### src/rtl/helios_frame_controller.sv
// Host-side controller for the decoder link. It sends START once, streams framed and padded
// syndrome bytes, and collects a fixed-length result message, with a response timeout.
module helios_frame_controller #(
    parameter int unsigned PU_PER_ROUND   = 6,
    parameter int unsigned ROUNDS         = 3,
    parameter int unsigned RESP_BYTES     = 3,
    parameter logic [7:0]  START_MSG      = 8'h01,
    parameter logic [7:0]  HEADER_MSG     = 8'h02,
    parameter int unsigned TIMEOUT_CYCLES = 65535,
    parameter int unsigned COUNT_WIDTH    = 16
) (
    input  logic                           clk,
    input  logic                           reset,
    input  logic [PU_PER_ROUND*ROUNDS-1:0] syn_data,
    input  logic                           syn_valid,
    output logic                           syn_ready,
    output logic [7:0]                     tx_data,
    output logic                           tx_valid,
    input  logic                           tx_ready,
    input  logic [7:0]                     rx_data,
    input  logic                           rx_valid,
    output logic                           rx_ready,
    output logic [7:0]                     res_iterations,
    output logic [15:0]                    res_cycles,
    output logic                           res_valid,
    input  logic                           res_ready,
    output logic                           busy,
    output logic                           timeout_err,
    output logic [COUNT_WIDTH-1:0]         frames_done
);

    localparam int unsigned SYN_W       = PU_PER_ROUND * ROUNDS;
    localparam int unsigned BPR         = (PU_PER_ROUND + 7) >> 3;
    localparam int unsigned FRAME_BYTES = BPR * ROUNDS;
    localparam int unsigned IDX_W       = (FRAME_BYTES > 1) ? $clog2(FRAME_BYTES) : 1;
    localparam int unsigned RX_W        = $clog2(RESP_BYTES);
    localparam int unsigned TMO_W       = (TIMEOUT_CYCLES > 1) ? $clog2(TIMEOUT_CYCLES) : 1;

    typedef enum logic [2:0] {
        ST_START, ST_IDLE, ST_HDR, ST_DATA, ST_WAIT_RESP, ST_RESP, ST_DELIVER
    } state_e;

    state_e                 state_q, state_d;
    logic [SYN_W-1:0]       shadow_q, shadow_d;
    logic [IDX_W-1:0]       idx_q, idx_d;
    logic [RX_W-1:0]        rx_idx_q, rx_idx_d;
    logic [TMO_W-1:0]       tmo_q, tmo_d;
    logic [7:0]             tx_data_q, tx_data_d;
    logic                   tx_valid_q, tx_valid_d;
    logic                   syn_ready_q, syn_ready_d;
    logic                   rx_ready_q, rx_ready_d;
    logic [7:0]             res_iter_q, res_iter_d;
    logic [15:0]            res_cyc_q, res_cyc_d;
    logic                   res_valid_q, res_valid_d;
    logic                   busy_q, busy_d;
    logic                   tmo_err_q, tmo_err_d;
    logic [COUNT_WIDTH-1:0] frames_q, frames_d;

    // Shadow frame re-laid out as byte-aligned rounds, zero-padded above PU_PER_ROUND
    logic [FRAME_BYTES*8-1:0] frame_flat;

    for (genvar r = 0; r < ROUNDS; r++) begin : g_round
        for (genvar j = 0; j < BPR * 8; j++) begin : g_bit
            if (j < PU_PER_ROUND) begin : g_data
                assign frame_flat[r*BPR*8 + j] = shadow_q[r*PU_PER_ROUND + j];
            end else begin : g_pad
                assign frame_flat[r*BPR*8 + j] = 1'b0;
            end
        end
    end

    logic [IDX_W-1:0] idx_nxt;
    logic             tx_hs, rx_hs, syn_hs;

    assign idx_nxt = idx_q + IDX_W'(1);
    assign tx_hs   = tx_valid_q && tx_ready;
    assign rx_hs   = rx_valid && rx_ready_q;
    assign syn_hs  = syn_valid && syn_ready_q;

    always_comb begin
        state_d     = state_q;
        shadow_d    = shadow_q;
        idx_d       = idx_q;
        rx_idx_d    = rx_idx_q;
        tmo_d       = tmo_q;
        tx_data_d   = tx_data_q;
        tx_valid_d  = tx_valid_q;
        syn_ready_d = syn_ready_q;
        rx_ready_d  = rx_ready_q;
        res_iter_d  = res_iter_q;
        res_cyc_d   = res_cyc_q;
        res_valid_d = res_valid_q;
        tmo_err_d   = tmo_err_q;
        frames_d    = frames_q;

        unique case (state_q)
            ST_START: begin
                if (!tx_valid_q) begin
                    tx_valid_d = 1'b1;
                    tx_data_d  = START_MSG;
                end else if (tx_ready) begin
                    tx_valid_d  = 1'b0;
                    syn_ready_d = 1'b1;
                    rx_ready_d  = 1'b1;
                    state_d     = ST_IDLE;
                end
            end
            ST_IDLE: begin
                if (syn_hs) begin
                    shadow_d    = syn_data;
                    tx_valid_d  = 1'b1;
                    tx_data_d   = HEADER_MSG;
                    syn_ready_d = 1'b0;
                    rx_ready_d  = 1'b0;
                    state_d     = ST_HDR;
                end
            end
            ST_HDR: begin
                if (tx_hs) begin
                    idx_d     = '0;
                    tx_data_d = frame_flat[7:0];
                    state_d   = ST_DATA;
                end
            end
            ST_DATA: begin
                if (tx_hs) begin
                    if (idx_q == IDX_W'(FRAME_BYTES - 1)) begin
                        tx_valid_d = 1'b0;
                        tmo_d      = '0;
                        rx_idx_d   = '0;
                        rx_ready_d = 1'b1;
                        state_d    = ST_WAIT_RESP;
                    end else begin
                        idx_d     = idx_nxt;
                        tx_data_d = frame_flat[{idx_nxt, 3'b000} +: 8];
                    end
                end
            end
            ST_WAIT_RESP, ST_RESP: begin
                if (rx_hs) begin
                    tmo_d = '0;
                    // Bytes past the first three are accepted and dropped
                    case (rx_idx_q)
                        RX_W'(0): res_iter_d       = rx_data;
                        RX_W'(1): res_cyc_d[15:8]  = rx_data;
                        RX_W'(2): res_cyc_d[7:0]   = rx_data;
                        default:  ;
                    endcase
                    if (rx_idx_q == RX_W'(RESP_BYTES - 1)) begin
                        res_valid_d = 1'b1;
                        rx_ready_d  = 1'b0;
                        state_d     = ST_DELIVER;
                    end else begin
                        rx_idx_d = rx_idx_q + RX_W'(1);
                        state_d  = ST_RESP;
                    end
                end else if (tmo_q == TMO_W'(TIMEOUT_CYCLES - 1)) begin
                    tmo_err_d   = 1'b1;
                    syn_ready_d = 1'b1;
                    state_d     = ST_IDLE;
                end else begin
                    tmo_d = tmo_q + TMO_W'(1);
                end
            end
            ST_DELIVER: begin
                if (res_ready) begin
                    res_valid_d = 1'b0;
                    frames_d    = frames_q + COUNT_WIDTH'(1);
                    syn_ready_d = 1'b1;
                    rx_ready_d  = 1'b1;
                    state_d     = ST_IDLE;
                end
            end
            default: state_d = ST_START;
        endcase

        busy_d = (state_d != ST_IDLE);
    end

    always_ff @(posedge clk or posedge reset) begin
        if (reset) begin
            state_q     <= ST_START;
            shadow_q    <= '0;
            idx_q       <= '0;
            rx_idx_q    <= '0;
            tmo_q       <= '0;
            tx_data_q   <= '0;
            tx_valid_q  <= 1'b0;
            syn_ready_q <= 1'b0;
            rx_ready_q  <= 1'b0;
            res_iter_q  <= '0;
            res_cyc_q   <= '0;
            res_valid_q <= 1'b0;
            busy_q      <= 1'b0;
            tmo_err_q   <= 1'b0;
            frames_q    <= '0;
        end else begin
            state_q     <= state_d;
            shadow_q    <= shadow_d;
            idx_q       <= idx_d;
            rx_idx_q    <= rx_idx_d;
            tmo_q       <= tmo_d;
            tx_data_q   <= tx_data_d;
            tx_valid_q  <= tx_valid_d;
            syn_ready_q <= syn_ready_d;
            rx_ready_q  <= rx_ready_d;
            res_iter_q  <= res_iter_d;
            res_cyc_q   <= res_cyc_d;
            res_valid_q <= res_valid_d;
            busy_q      <= busy_d;
            tmo_err_q   <= tmo_err_d;
            frames_q    <= frames_d;
        end
    end

    assign syn_ready      = syn_ready_q;
    assign tx_data        = tx_data_q;
    assign tx_valid       = tx_valid_q;
    assign rx_ready       = rx_ready_q;
    assign res_iterations = res_iter_q;
    assign res_cycles     = res_cyc_q;
    assign res_valid      = res_valid_q;
    assign busy           = busy_q;
    assign timeout_err    = tmo_err_q;
    assign frames_done    = frames_q;

endmodule

### config.mk
export PLATFORM = sky130hd
export DESIGN_NAME = helios_frame_controller
export DESIGN_NICKNAME = d
export VERILOG_FILES = /design/src/rtl/helios_frame_controller.sv
export SDC_FILE = /design/constraint.sdc
export NUM_CORES = 1
export LEC_CHECK = 0
export BUFFER_PORTS_ARGS = -buffer_cell sky130_fd_sc_hd__buf_2
export CAP_MARGIN = 20
export CORE_MARGIN = 3
export CORE_UTILIZATION = 60
export DETAILED_ROUTE_END_ITERATION = 7
export GPL_ROUTABILITY_DRIVEN = 0
export PLACE_DENSITY = 0.86
export SLEW_MARGIN = 0
export SYNTH_ARGS = -nofsm -noshare
export SYNTH_HDL_FRONTEND = slang
export SYNTH_SLANG_ARGS = --single-unit
### constraint.sdc
create_clock -name clk -period 4.73 [get_ports clk]
set_input_delay 0.946 -clock clk [delete_from_list [all_inputs] [get_ports clk]]
set_output_delay 0.946 -clock clk [all_outputs]
set_load 0.02 [all_outputs]
==> results.md <==
* Run status: complete, no violations
* Vias per inst at 5.85
* Gr usage total at 24.7%
* Post CTS Setup Buffer Count at 0
* Die width at 93.7 µm
* Number of synthesized register bits at 93
* CP max-delay cell: dfrtp_1
* Synth warn at 0
* CTS tree: built
* Vias in the first global route at 3524
* GRT overflow at 0
* Initial antenna violation count at 0
* Cell variety after synth at 60
* Critical path type: flip-flop to flip-flop
* Crit share post-route at 49.6%
* Final Hold Viols at 0
* FP Rows at 31
* Final instance area at 5210 µm²
* Worst slew pin tran at 0.946 ns
* Sequential area share after synthesis at 50.4%
* IO Port Bufs at 83
* Pleak at 2.67 nW
* CP required at 5.01 ns
* Global-route wire length before repair at 17100 µm
* Met2 Resource Use GR at 41.1%
* Clk sinks at 93
* Slew Viols, Final at 0
* Max Fanout on Critical Path at 25
* Fin crit period at 2.34 ns
* DR DRC count at 0
* P per Cell Area at 255 nW/µm²
* Max_slew headroom at 36.9%
* CP cell instances: and2b_1, nand4_1, or4_1, a21oi_1
* Antenna-violating nets left at 0
* Worst hold margin at 0.487 ns
* Met1 Usage GRT at 32.4%
* Die height at 93.7 µm
* H-tree depth at 3
* Reg clk slew, reported paths at 0.09 ns
* Largest net degree at the start of global routing at 57
* Final wirelength at 10400 µm
* Final setup fails at 0
* Synth Flop Type: dfrtp_1
* Iter 0 DRT Violations at 299
* Share of cells above drive strength 1 at 28.0%
* Met3 global-route usage at 5.37%
* Biggest cell delay along the critical path at 0.64 ns
* # resized after CTS at 0
* DPL Wire Length at 7390 µm
* Synthesized area per cell at 10.5 µm²
* Drt pass-1 iters at 4
* WP data arrival at 2.63 ns
* Busiest metal layer after global routing: met2
* Most frequent cells after synthesis: dfrtp_1 (93), nand2_1 (87), mux2_2 (26), a21oi_1 (21), inv_1 (14)
* CTS Buffer Depth at 2
* Post-Syn Area at 4620 µm²
* CP Capture Type: flip-flop
* Hold WC Path Type: flip-flop to flip-flop
* Area grow syn2layout at 12.9%
* Syn Inst Count at 439
* Post-synth ARST share at 100%
* Peak Freq at 427 MHz
* Setup tns final at 0 ns
* Clock buffer count from CTS at 9
* Area contributors post-synth: dfrtp_1 (50%), nand2_1 (7.1%), mux2_2 (6.3%)
* N_diodes at 0
* Top cell type's share of synthesized area at 50.4%
* Per-cell routed wire length at 16.8 µm
* Post-placement cell area at 5010 µm²
* Worst skew pair latency at 0.36 ns
* Hold Buf Count CTS at 0
* Largest area contributor in the netlist: dfrtp_1
* Most numerous cell in the Yosys netlist: dfrtp_1
* EDFF count, synth at 0
* IO Count at 86
* VDD IR-drop max at 0.000182 V
* Nets at 552
* Unrepaired setup endpoints after global routing: false
* MaxCap Viol Count at 0
* Clock root cell: clkbuf_8
* CP Launch Type: flip-flop
* Die Footprint at 8780 µm²
* Core ar. at 7370 µm²
* Initial Util at 62.6%
* Fillers at 569
* Layout Skew at 0.0107 ns
* Total number of vias at 3611
* Buf+Inv Stages, Crit Path at 0
* Crit path max-delay family: simple AND/OR/NAND/NOR gates
[worst register-to-register path, cell delays in order (launching register included)]
cell and delay [ns]:
dfrtp_1 0.64, and2b_1 0.50, nand4_1 0.40, or4_1 0.59
a21oi_1 0.15
[stage by stage]
stage	instances	utilization, %	worst slack, ns	power, mW
4_1_cts	616	70.6	2.30	1.34
2_1_floorplan	440	-	1.36	0.827
6_report	617	70.7	2.39	1.33
5_1_grt	617	70.7	2.22	1.38
3_5_place_dp	600	68.0	2.32	0.846
3_3_place_gp	600	68.0	2.41	0.845
[flip-flops by register name (all words and copies together) (netlist names)]
name,flops
tx_data,6
frames_done,16
state_q,3
busy,1
idx_q,2
res_valid,1
syn_ready,1
res_cycles,16
rx_ready,1
res_iterations,8
tx_valid,1
rx_idx_q,2
timeout_err,1
tmo_q,16
shadow_q,18
[final timing paths]
check	depth (start not counted)	start	end	slack, ns
hold / removal	1	timeout_err$_DFFE_PP0P_	timeout_err$_DFFE_PP0P_	0.49
max in group asynchronous	3	reset	tmo_q[12]$_DFFE_PP0P_	2.93
setup reg to reg	4	state_q[1]$_DFF_PP0_	tmo_q[14]$_DFFE_PP0P_	2.39
hold reg to reg	1	timeout_err$_DFFE_PP0P_	timeout_err$_DFFE_PP0P_	0.49
min in group asynchronous	2	reset	res_cycles[14]$_DFFE_PP0P_	0.75
setup / recovery	4	state_q[1]$_DFF_PP0_	tmo_q[14]$_DFFE_PP0P_	2.39
[placed cells by master, fill, tap and decap left out, types with 3 or more instances in the layout]
master and instances:
a21o_1 5, a21oi_1 21, a221oi_2 3, a22oi_1 5, a31oi_1 3, and2_1 6
and3_1 4, buf_2 83, clkbuf_8 10, clkinv_4 3, dfrtp_1 93, ha_1 7
inv_1 13, mux2_2 26, mux2i_1 6, nand2_1 87, nand2b_1 3, nand3_1 12
nand4_1 8, nand4_2 3, nor2_1 9, nor2b_1 3, nor3_1 5, o211ai_1 4
o21ai_0 6, o22ai_1 3, o2bb2ai_1 8, o31ai_1 12, or3_1 4, or4_1 9
xnor2_1 11, xor2_1 4
[logic make-up after synthesis]
family / share of synthesized area [%]
AND/OR/NAND/NOR: 19.4
flip-flops: 50.4
AO/OA/AOI/OAI: 12.9
buffers and inverters: 4.77
multiplexers: 7.64
XOR/XNOR: 2.85
adder cells (fa/ha/maj): 1.90
other: 0.0812
[where the power goes]
group | total, mW | switching, mW | internal (mW)
sequential | 0.795 | 0.000611 | 0.795
combinational | 0.0342 | 0.0235 | 0.0107
clock | 0.497 | 0.285 | 0.212
total | 1.33 | 0.309 | 1.02
[layout make-up]
cell class / instances / area (µm²) / area share [%]
inverter: 14 / 53.8 / 1.03
tap: 99 / 124 / 2.38
timing repair buffer: 86 / 442 / 8.48
clock buffer: 11 / 141 / 2.71
sequential: 93 / 2330 / 44.7
clock inverter: 5 / 45.0 / 0.864
multi-input combinational: 309 / 2080 / 39.9
[per-layer routing]
layer / vias up / part of all wire, %
met4: 0 / 0.95
met5: - / 0
met3: 7 / 5.3
li1: 1714 / -
met2: 103 / 51
met1: 1787 / 42
(Power assumes the default switching activity.)
